==> src/rtl/uart_pkg.sv <==
// Shared constants for the UART host master.
// Slave register map, status bit index and FSM state encoding.
package uart_pkg;

    localparam logic [3:0] REG_TX   = 4'd0;
    localparam logic [3:0] REG_STAT = 4'd1;
    localparam logic [3:0] REG_RX   = 4'd2;

    localparam int unsigned STAT_TX_RDY = 0;

    typedef logic [2:0] state_t;

    localparam state_t S_IDLE   = 3'd0;
    localparam state_t S_RX_RD  = 3'd1;
    localparam state_t S_RX_CAP = 3'd2;
    localparam state_t S_ST_RD  = 3'd3;
    localparam state_t S_ST_CAP = 3'd4;
    localparam state_t S_TX_WR  = 3'd5;
    localparam state_t S_TX_GAP = 3'd6;

endpackage

==> src/rtl/sync_fifo.sv <==
// Single-clock FIFO with power-of-two depth.
// A push while full is taken only when a pop happens in the same cycle.
module sync_fifo #(
    parameter int WIDTH = 8,
    parameter int DEPTH = 4
) (
    input  logic             clk_i,
    input  logic             rst_i,
    input  logic             push_i,
    input  logic [WIDTH-1:0] data_i,
    input  logic             pop_i,
    output logic [WIDTH-1:0] data_o,
    output logic             full_o,
    output logic             empty_o
);

    localparam int AW = $clog2(DEPTH);
    localparam logic [AW:0]   CNT_FULL = DEPTH[AW:0];
    localparam logic [AW:0]   CNT_ONE  = (AW+1)'(1);
    localparam logic [AW-1:0] PTR_ONE  = AW'(1);

    logic [WIDTH-1:0] mem [DEPTH];
    logic [AW-1:0]    wr_ptr;
    logic [AW-1:0]    rd_ptr;
    logic [AW:0]      count;
    logic             do_push;
    logic             do_pop;

    assign full_o  = (count == CNT_FULL);
    assign empty_o = (count == '0);
    assign do_pop  = pop_i && !empty_o;
    assign do_push = push_i && (!full_o || do_pop);
    assign data_o  = mem[rd_ptr];

    always_ff @(posedge clk_i) begin
        if (rst_i) begin
            wr_ptr <= '0;
            rd_ptr <= '0;
            count  <= '0;
        end else begin
            if (do_push) wr_ptr <= wr_ptr + PTR_ONE;
            if (do_pop)  rd_ptr <= rd_ptr + PTR_ONE;
            case ({do_push, do_pop})
                2'b10:   count <= count + CNT_ONE;
                2'b01:   count <= count - CNT_ONE;
                default: count <= count;
            endcase
        end
    end

    always_ff @(posedge clk_i) begin
        if (do_push) mem[wr_ptr] <= data_i;
    end

endmodule

==> src/rtl/uart_host_master.sv <==
// Host-side master for an Avalon-MM UART: drains a TX byte buffer
// under status polling and services RX interrupts first.
module uart_host_master
    import uart_pkg::*;
#(
    parameter int FIFO_DEPTH   = 4,
    parameter int GUARD_CYCLES = 2
) (
    input  logic       clk_i,
    input  logic       rst_i,
    input  logic [7:0] s_data_i,
    input  logic       s_valid_i,
    output logic       s_ready_o,
    output logic [7:0] m_data_o,
    output logic       m_valid_o,
    output logic [3:0] avm_address_o,
    output logic       avm_read_o,
    output logic       avm_write_o,
    output logic [7:0] avm_writedata_o,
    input  logic [7:0] avm_readdata_i,
    input  logic       irq_i,
    output logic       busy_o
);

    localparam int GW = $clog2(GUARD_CYCLES + 1);
    localparam logic [GW-1:0] GAP_LOAD = GW'(GUARD_CYCLES - 1);
    localparam logic [GW-1:0] GAP_ONE  = GW'(1);

    state_t        state;
    state_t        state_nxt;
    logic [GW-1:0] gap_cnt;
    logic          irq_q;
    logic          irq_pend;
    logic          irq_rise;
    logic          rdy_en;
    logic          fifo_full;
    logic          fifo_empty;
    logic          fifo_push;
    logic          fifo_pop;
    logic [7:0]    fifo_head;

    assign irq_rise  = irq_i && !irq_q;
    assign fifo_pop  = (state == S_TX_WR);
    assign s_ready_o = rdy_en && (!fifo_full || fifo_pop);
    assign fifo_push = s_valid_i && s_ready_o;
    assign busy_o    = (state != S_IDLE) || !fifo_empty;

    sync_fifo #(
        .WIDTH(8),
        .DEPTH(FIFO_DEPTH)
    ) u_fifo (
        .clk_i  (clk_i),
        .rst_i  (rst_i),
        .push_i (fifo_push),
        .data_i (s_data_i),
        .pop_i  (fifo_pop),
        .data_o (fifo_head),
        .full_o (fifo_full),
        .empty_o(fifo_empty)
    );

    always_comb begin
        state_nxt = state;
        case (state)
            S_IDLE: begin
                if (irq_pend)         state_nxt = S_RX_RD;
                else if (!fifo_empty) state_nxt = S_ST_RD;
            end
            S_RX_RD:  state_nxt = S_RX_CAP;
            S_RX_CAP: state_nxt = S_IDLE;
            S_ST_RD:  state_nxt = S_ST_CAP;
            S_ST_CAP: begin
                // Not ready: back to IDLE so a pending RX can cut in.
                if (avm_readdata_i[STAT_TX_RDY]) state_nxt = S_TX_WR;
                else                             state_nxt = S_IDLE;
            end
            S_TX_WR:  state_nxt = S_TX_GAP;
            S_TX_GAP: begin
                if (gap_cnt == '0) state_nxt = S_IDLE;
            end
            default:  state_nxt = S_IDLE;
        endcase
    end

    always_comb begin
        avm_read_o      = 1'b0;
        avm_write_o     = 1'b0;
        avm_address_o   = '0;
        avm_writedata_o = '0;
        case (state)
            S_RX_RD: begin
                avm_read_o    = 1'b1;
                avm_address_o = REG_RX;
            end
            S_ST_RD: begin
                avm_read_o    = 1'b1;
                avm_address_o = REG_STAT;
            end
            S_TX_WR: begin
                avm_write_o     = 1'b1;
                avm_address_o   = REG_TX;
                avm_writedata_o = fifo_head;
            end
            default: ;
        endcase
    end

    always_ff @(posedge clk_i) begin
        // Track irq through reset so a level held across it is no edge.
        irq_q <= irq_i;
        if (rst_i) begin
            state     <= S_IDLE;
            gap_cnt   <= '0;
            irq_pend  <= 1'b0;
            rdy_en    <= 1'b0;
            m_data_o  <= '0;
            m_valid_o <= 1'b0;
        end else begin
            state     <= state_nxt;
            rdy_en    <= 1'b1;
            m_valid_o <= (state == S_RX_CAP);
            if (state == S_RX_CAP) m_data_o <= avm_readdata_i;
            if (irq_rise)                irq_pend <= 1'b1;
            else if (state == S_RX_RD)   irq_pend <= 1'b0;
            if (state == S_TX_WR)
                gap_cnt <= GAP_LOAD;
            else if (state == S_TX_GAP && gap_cnt != '0)
                gap_cnt <= gap_cnt - GAP_ONE;
        end
    end

endmodule

==> config.mk <==
export PLATFORM = sky130hd
export DESIGN_NAME = uart_host_master
export DESIGN_NICKNAME = d
export VERILOG_FILES = /design/src/rtl/uart_pkg.sv /design/src/rtl/sync_fifo.sv /design/src/rtl/uart_host_master.sv
export SDC_FILE = /design/constraint.sdc
export NUM_CORES = 1
export LEC_CHECK = 0
export ABC_AREA = 1
export CAP_MARGIN = 0
export CORE_MARGIN = 2
export CORE_UTILIZATION = 50
export CTS_BUF_LIST = sky130_fd_sc_hd__clkbuf_4
export CTS_CLUSTER_SIZE = 16
export DETAILED_ROUTE_END_ITERATION = 10
export PLACE_DENSITY_LB_ADDON = 0.08
export REMOVE_ABC_BUFFERS = 1
export SETUP_SLACK_MARGIN = 0.3
export SYNTH_ARGS = -nofsm -noshare
export SYNTH_HDL_FRONTEND = slang
export SYNTH_SLANG_ARGS = --single-unit
==> constraint.sdc <==
create_clock -name clk_i -period 2.1 [get_ports clk_i]
set_input_delay 0.525 -clock clk_i [delete_from_list [all_inputs] [get_ports clk_i]]
set_output_delay 0.525 -clock clk_i [all_outputs]
set_load 0.02 [all_outputs]
### Word level (Yosys, flattened, before mapping)

Memory sizes are Yosys's and may differ from the RTL's. A register that Yosys moved wholly into a read port is not among the register bits.
Index checks and enable logic that the tools add are counted.

* bits in registers: 24
* RAM bits: 32
* input bits: 20
* output and inout port bits: 25
* logic and storage cells: 70
* memories kept: 1

Memories
* u_fifo.mem: depth 4, bits a word 8, read ports 1, clocked after memory_dff 1, write ports 1, line sync_fifo.sv:22 `logic [WIDTH-1:0] mem [DEPTH];`

* add/sub/neg operators: 5
* equality and inequality tests: 11
* mux-type cells: 19
* reduce and logical (&&, ||, !) cells: 23

Operators by type and width (count)
* $pmux W3 S6: 1
* $eq A3 B3 Y1 const B: 4
* $mux W3: 4
* $mux W1: 9
* $mux W8: 1
* $reduce_bool A2 Y1: 4
* $eq A3 B2 Y1 const B: 2
* $logic_and A1 B1 Y1: 6
* $logic_not A3 Y1: 2
* $pmux W3 S2: 1
* $add A2 B1 Y2 const B: 2
* $mux W2: 2
* $pmux W2 S2: 1
* $reduce_or A2 Y1: 2
* $add A3 B1 Y3 const B: 1
* $eq A3 B1 Y1 const B: 1
* $logic_not A1 Y1: 3
* $logic_or A1 B1 Y1: 3
* $ne A3 B3 Y1 const B: 1
* $reduce_bool A3 Y1: 1
* $sub A3 B1 Y3 const B: 1
* $eq A2 B1 Y1 const B: 1
* $eq A2 B2 Y1 const B: 1
* $logic_not A2 Y1: 1
* other kinds (3): 3

### Depth between registers and ports, before layout

Gate-level depths: netlist (run 1).

* word-level depth: 8
* depth in mapped cells: 13
* gate-level depth less buffers: 13

### By module

A second synthesis (run 1) with hierarchy kept.

* cell total of the unflattened synthesis: 267
* area, all modules: 2508.7 sq um

Modules (own cells, without submodules)
* sync_fifo: instances 1, cells each 150, area an instance 1706.6 sq um, sequential area each 1141.1 sq um
* uart_host_master: instances 1, cells each 117, area an instance 802.0 sq um, sequential area each 340.3 sq um

### Worst setup path after synthesis (run 1)

Ideal clock, no wire load.

* path kind: register to register
* start: register state[0]
* end: register u_fifo.count[2]
* setup time: 0.070 ns
* data arrival time: 1.741 ns
* required time: 2.030 ns
* setup slack: 0.289 ns
* stages on the path, launching flop included: 13
* buffers on the path: 0
* clock period less this slack: 1.811 ns
* cells stage by stage: dfxtp_1 -> nand3_4 -> inv_2 -> nand2_2 -> inv_2 -> ha_1 -> inv_1 -> fa_1 -> nor2_1 -> nor2_1 -> nand2_1 -> o21ai_0 -> a21oi_1

* elaborated cells on any way between the ends: 11
* classes of those cells: 3 x eq/ne; 1 x mux; 7 x reduce/logical

RTL lines
* start, declared: line uart_host_master.sv:29 `state_t state;`
* start signal, assigned: line uart_host_master.sv:119 `state <= state_nxt;`
* $eq A3 B3 Y1 *: line uart_host_master.sv:43 `assign fifo_pop = (state == S_TX_WR);`
* $logic_and A1 B1 Y1 *: line sync_fifo.sv:31 `assign do_pop = pop_i && !empty_o;`
* named net u_fifo.do_pop: line sync_fifo.sv:27 `logic do_pop;`
* $logic_or A1 B1 Y1: line sync_fifo.sv:32 `assign do_push = push_i && (!full_o || do_pop);`
* $logic_and A1 B1 Y1: line sync_fifo.sv:32
* $eq A2 B1 Y1 / $eq A2 B2 Y1 (equally long branches): line sync_fifo.sv:43 `case ({do_push, do_pop})`
* $pmux W3 S2 / $reduce_bool A2 Y1 (equally long branches)
* end signal, assigned: line sync_fifo.sv:44 `2'b10: count <= count + CNT_ONE;`
* end signal, assigned: line sync_fifo.sv:45 `2'b01: count <= count - CNT_ONE;`
* end signal, assigned: line sync_fifo.sv:46 `default: count <= count;`
* end, declared: line sync_fifo.sv:25 `logic [AW:0] count;`

Mark *: on every way through the listed nets, which the timed path passes. The rest lies on a longest branch.
A chain may end at the register's enable or synchronous reset.

==> flow_metrics.tcl, run 1 <==
set metrics [dict create \
    grt_pass1_vias 1721 \
    viasPerCell 4.82 \
    required_ns 1.57 \
    hpwl_um 3050 \
    maxSlewViolCount 0 \
    start_util_pct 51.9 \
    post_drt_wl_per_cell_um 12.2 \
    ys_types 26 \
    grt_max_degree 17 \
    cts.root.buffer_cell "clkbuf_4" \
    crit_family "flip-flops" \
    power.leakage_nw 1.37 \
    netlist_instances 256 \
    seq_area_frac_synth_pct 60.0 \
    design.core.area_um2 4750 \
    path_buf_inv 2 \
    p_per_area_nw_per_um2 821 \
    fill_cells 379 \
    dpl.cell_count 373 \
    critPathSlowestCell "dfxtp_4" \
    fin_crit_sh_pct 95.2 \
    synth-compound-area-share_pct 10.1 \
    synthMuxAreaShare_pct 0 \
    start_kind "flip-flop" \
    wirelength_um 4780 \
    setup_viol 0 \
    path_class "flip-flop to output port" \
    finalCriticalPeriod_ns 2.00 \
    hold_viol_final 0 \
    nets 350 \
    yosysWarningCount 0 \
    utilization_pct 69.4 \
    gr-usage-all-layers_pct 19.4 \
    dieArea_um2 5510 \
    ant_nets 0 \
    fin_worst_skew_ns 0.00742 \
    synth-edff-count 32 \
    rsz0062_at_grt "true" \
    vias 1894 \
    route.detailed.drc 0 \
    end_kind "output port" \
    numClockSinks 58 \
    status "completed" \
    synthArstFlopShare_pct 0 \
    max_stage_delay_ns 0.42 \
    area_growth_syn_to_layout_pct 33.7 \
    cp.arrival_ns 1.48 \
    synth-simple-area-share_pct 18.2 \
    holdWs_ns 0.459 \
    synth_top_family_by_area "simple AND/OR/NAND/NOR gates" \
    io_pins 45 \
    grt_pass1_wl_um 7740 \
    synth_most_common_cell "nor2_1" \
    cts-htree-levels 3 \
    clock.fmax_mhz 500 \
    synth_fa_ha_area_share_pct 3.85 \
    layout-drive-gt1-share_pct 25.5 \
    synth.top_cells.by_count "47 x nor2_1, 32 x edfxtp_1, 26 x dfxtp_1, 26 x inv_1, 26 x nand2_1" \
    drv_cap 0 \
    instances_no_fill 393 \
    cts_inserted_buffers 9 \
    crit_path_cell_trace "buf_6 > nor2_4 > nor2_2 > o21ai_1 > a21oi_1 > buf_4" \
    antenna_found_initial 0 \
    yosys_most_used_dff "edfxtp_1" \
    antenna_cells 0 \
    grt-ovfl-total 0 \
    drtIter0Drc 152 \
    avgSynthCellArea_um2 9.64 \
    die_h_um 74.2 \
    synth_xor_area_share_pct 0.355 \
    syn-cell-area_um2 2470 \
    ys_seq_elements 58 \
    core.rowCount 25 \
    hold_path_class "flip-flop to flip-flop" \
    vdd_ir_drop_max_mv 0.555 \
    synth.top_cell.area_share_pct 38.9 \
    clk_path_buf_depth 2 \
    insertion_delay_ns 0.38 \
    power_w 0.00271 \
    synthTopCellsByArea "edfxtp_1 39%, dfxtp_1 21%, nor2_1 7.2%, a21oi_1 5.1%, o21ai_0 4.3%" \
    drt-pass1-iter-count 4 \
    yosys.area.top_type "edfxtp_1" \
    gp_congestion 0.719 \
    fp.dieW_um 74.2 \
    hold_buffers 0 \
    port_buffers 42 \
    cts_tree "yes" \
    worst-path-max-fanout 8 \
    clkTransAtPathRegs_ns 0.09 \
]
==> flip-flops by register name, summed over array words and instances, names as in the netlist, named ones only <==
signal,count
u_fifo.wr_ptr,2
m_valid_o,1
m_data_o,8
rdy_en,1
state,3
irq_pend,1
u_fifo.count,3
gap_cnt,2
u_fifo.mem,32
irq_q,1
u_fifo.rd_ptr,2
==> worst register-to-register path: stages (launching register included) <==
cell	delay, ns
dfxtp_2	0.36
inv_2	0.06
nand3_4	0.09
nand3_4	0.08
buf_6	0.13
nand3_4	0.06
ha_4	0.14
inv_2	0.04
fa_2	0.35
nor2_1	0.09
nor2_1	0.05
nand2_1	0.07
o21ai_0	0.08
a21oi_1	0.12
==> metal layers <==
| layer | vias up | global-route usage, % | part of all wire, % |
|---|---|---|---|
| met2 | 54 | 31.0 | 48 |
| met5 | - | 0 | 0 |
| met4 | 0 | 10.7 | 2.1 |
| li1 | 974 | - | - |
| met3 | 10 | 4.47 | 6.1 |
| met1 | 856 | 24.6 | 44 |
==> power by group <==
part	total (W)	switching [W]	internal [W]	leakage, nW
Clock	0.000842	0.000364	0.000478	0.0798
Sequential	0.00131	0.0000395	0.00127	0.507
Combinational	0.000561	0.000313	0.000248	0.788
==> cell families after synthesis <==
group	count (synthesis)
buffers and inverters	42
adders and majority gates	7
AOI/OAI and AO/OA	50
and+or+nand+nor	97
other	1
DFF	58
xor gates and xnor gates	1
==> per-stage QoR <==
| stage | area, µm² | setup TNS, ns | setup WS (ns) |
|---|---|---|---|
| after floorplan | 2410 | 0 | 0.211 |
| after global placement | 3050 | -0.124 | -0.0255 |
| after detailed placement | 3050 | -0.437 | -0.120 |
| after CTS | 3250 | 0 | 0.108 |
| after global routing | 3300 | 0 | 0.0299 |
| final | 3300 | 0 | 0.100 |
==> cells in the final DEF (no fill, tap or decap), drive strengths merged, types with 2 or more instances in the layout <==
cell type / instances
edfxtp: 32
clkinv: 2
nor3: 2
dfxtp: 26
buf: 38
nand3: 13
clkdlybuf4s50: 19
ha: 6
nand4: 3
a21oi: 25
clkbuf: 10
o21ai: 25
bufinv: 2
conb: 2
nor2: 49
nand2: 28
inv: 31
dlygate4sd2: 9
==> final timing paths <==
check               from                 end  slack [ns]  cells past startpoint
min reg2reg  m_data_o[6]         m_data_o[6]        0.46                      2
max            flip-flop  avm_writedata_o[2]         0.1                      6
min          m_data_o[6]         m_data_o[6]        0.46                      2
max reg2reg     state[1]     u_fifo.count[2]        0.34                     13
==> timing repair <==
action	4_1_cts	5_1_grt
pin swaps	9	14
hold endpoints to repair	0	0
gates resized for setup	100	23
setup buffers	4	2
setup endpoints to repair	25	14
==> layout make-up <==
class	instances	area (µm²)	area share (%)
flip-flops and latches	58	1500	45.3
inverters	31	121	3.68
multi-input cells	157	867	26.3
well taps	67	83.8	2.54
repair buffers	66	588	17.8
clock buffers	10	75.1	2.28
clock inverters	4	68.8	2.09
Note: power is estimated with default switching activity, not from simulation.
==> run 2, diff against run 1 <==
ABC_AREA = unset   (was 1)
==> run 2 against run 1 <==
Net effect: the flow now finishes with violations (negative setup slack); register-to-register slack got worse by 0.25 ns; critical path depth decreased by 2; non-clock buffer count increased by 2; power decreased by 5.2%; maximum frequency decreased by 7.3%; worst hold slack improved by 0.035 ns; cell area increased by 2.5%; wire length increased by 1.1%.
==> flow_metrics.tcl, run 2 <==
set metrics [dict create \
    synth.top_cells.by_count "32 x edfxtp_1, 26 x dfxtp_1, 19 x nor2_1, 16 x inv_1" \
    most-common-layout-cells "32 x edfxtp_1, 20 x dfxtp_1, 18 x clkdlybuf4s50_1, 16 x buf_4" \
    post_drt_wl_per_cell_um 14.9 \
    hpwl_um 3140 \
    ff_latch_area_um2 1490 \
    utilization_pct 71.6 \
    status "finished with violations" \
    hold_viol_final 0 \
    yosys_most_used_dff "edfxtp_1" \
    port_buffers 42 \
    fill_cells 321 \
    fin_ws_ns -0.0587 \
    use_met2_pct 30.2 \
    clk_path_buf_depth 2 \
    fin_setup_tns_ns -0.363 \
    io_pins 45 \
    syn-cell-area_um2 2440 \
    grt_max_degree 21 \
    grt_pass1_wl_um 7330 \
    cts-htree-levels 3 \
    worst-path-max-fanout 4 \
    clkTransAtPathRegs_ns 0.09 \
    violations "negative setup slack" \
    wirelength_um 4840 \
    largest_register_ff_count 32 \
    largest_register "u_fifo.mem" \
    final_common_cell "edfxtp_1" \
    viasPerCell 4.98 \
    grt_util_met3_pct 5.90 \
    nets 280 \
    design.core.area_um2 4720 \
    p_per_area_nw_per_um2 759 \
    multi_input_area_um2 951 \
    critPathSlowestCell "mux4_2" \
    insertion_delay_ns 0.39 \
    dpl.cell_count 300 \
    drtIter0Drc 124 \
    antenna_cells 0 \
    place_area_um2 3060 \
    seq_area_frac_synth_pct 60.7 \
    instances_no_fill 325 \
    synth.top_cell.area_share_pct 39.4 \
    grtUsageMet1_pct 22.9 \
    area_growth_syn_to_layout_pct 38.6 \
    yosysWarningCount 0 \
    synthArstFlopShare_pct 0 \
    cts_inserted_buffers 9 \
    ant_nets 0 \
    cp.arrival_ns 1.63 \
    grt_pass1_vias 1621 \
    cts_tree "yes" \
    final_area_um2 3380 \
    synth-edff-count 32 \
    fin_worst_skew_ns 0.0110 \
    route.detailed.drc 0 \
    vias 1618 \
    core.rowCount 25 \
    setup_viol 8 \
    clock.fmax_mhz 463 \
    numClockSinks 58 \
    hold_path_class "flip-flop to flip-flop" \
    gp_congestion 0.707 \
    required_ns 1.57 \
    gr-usage-all-layers_pct 18.6 \
    grt-ovfl-total 0 \
    synth_most_common_cell "edfxtp_1" \
    ys_seq_elements 58 \
    netlist_instances 184 \
    cts.root.buffer_cell "clkbuf_4" \
    maxSlewViolCount 0 \
    reg.largest.list "u_fifo.mem: 32 flops, m_data_o: 8 flops" \
    antenna_found_initial 0 \
    power.leakage_nw 1.32 \
    max_stage_delay_ns 0.48 \
    die_h_um 73.9 \
    fp.dieW_um 73.9 \
    holdWs_ns 0.495 \
    vdd_ir_drop_max_mv 0.547 \
    yosys.area.top_type "edfxtp_1" \
    avgSynthCellArea_um2 13.3 \
    finalCriticalPeriod_ns 2.16 \
    crit_path_cell_trace "buf_6 > mux4_2 > nor2b_1 > buf_2" \
    drt-pass1-iter-count 4 \
    dieArea_um2 5460 \
    fin_crit_sh_pct 103 \
    synthTopCellsByArea "edfxtp_1 39%, dfxtp_1 21%, mux4_2 7.4%, mux2i_1 3.7%, ha_1 3.1%" \
    ys_types 35 \
    start_util_pct 51.7 \
    busiest_layer "met2" \
    rsz0062_at_grt "true" \
    end_kind "output port" \
    start_kind "flip-flop" \
    drv_cap 0 \
    path_class "flip-flop to output port" \
    layout-drive-gt1-share_pct 35.7 \
]
-- run 2: final cells by class --
| class | instances | area share (%) |
|---|---|---|
| multi-input cells | 100 | 28.1 |
| inverters | 16 | 1.78 |
| clock inverters | 6 | 1.44 |
| flip-flops and latches | 58 | 44.1 |
| repair buffers | 68 | 19.9 |
| clock buffers | 10 | 2.22 |
| well taps | 67 | 2.48 |
-- run 2: layer usage --
layer  up-vias  share of wire (%)
met5         -                  0
met4         0                1.7
met3         8                3.4
met2        29                 53
met1       794                 42
li1        787                  -
-- run 2: report_power, final --
part | leakage, nW | total [W] | switching (W) | internal [W]
Clock | 0.0680 | 0.000739 | 0.000381 | 0.000358
Combinational | 0.743 | 0.000538 | 0.000267 | 0.000271
Sequential | 0.506 | 0.00129 | 0.0000351 | 0.00126
Total | 1.32 | 0.00257 | 0.000684 | 0.00189
-- run 2: worst max-delay path, delay by kind of cell, from the launching register on --
| kind | cells | cell delay (ns) |
|---|---|---|
| muxes | 1 | 0.48 |
| DFF | 1 | 0.35 |
| buffers and inverters | 2 | 0.28 |
| and+or+nand+nor | 1 | 0.14 |
-- run 2: worst paths after layout --
check,startpoint,end,slack (ns),depth (start not counted)
setup reg to reg,state[1],u_fifo.count[2],0.09,10
hold reg to reg,m_data_o[4],m_data_o[4],0.49,2
setup / recovery,flip-flop,avm_writedata_o[2],-0.06,4
hold / removal,m_data_o[4],m_data_o[4],0.49,2
-- run 2: kinds of logic after synthesis --
group                      count (synthesis)  synth area share (%)
AOI/OAI and AO/OA                         20                  6.00
adders and majority gates                  7                  3.90
other                                      1                 0.154
and+or+nand+nor                           49                  11.2
muxes                                     18                  11.5
xor gates and xnor gates                   4                  1.44
DFF                                       58                  60.7
buffers and inverters                     27                  5.13
-- run 2: repair_timing --
item,CTS,global route
hold buffers,0,0
endpoints found under the setup margin,25,15
pin swaps,6,4
buffers inserted,6,3
gates resized for setup,101,25
-- run 2: through the flow --
stage	power, W	setup slack [ns]
detailed placement	0.00177	-0.326
global route	0.00269	-0.151
CTS	0.00252	-0.0859
global placement	0.00175	-0.234
finish	0.00257	-0.0587
floorplan	0.00155	-0.0430
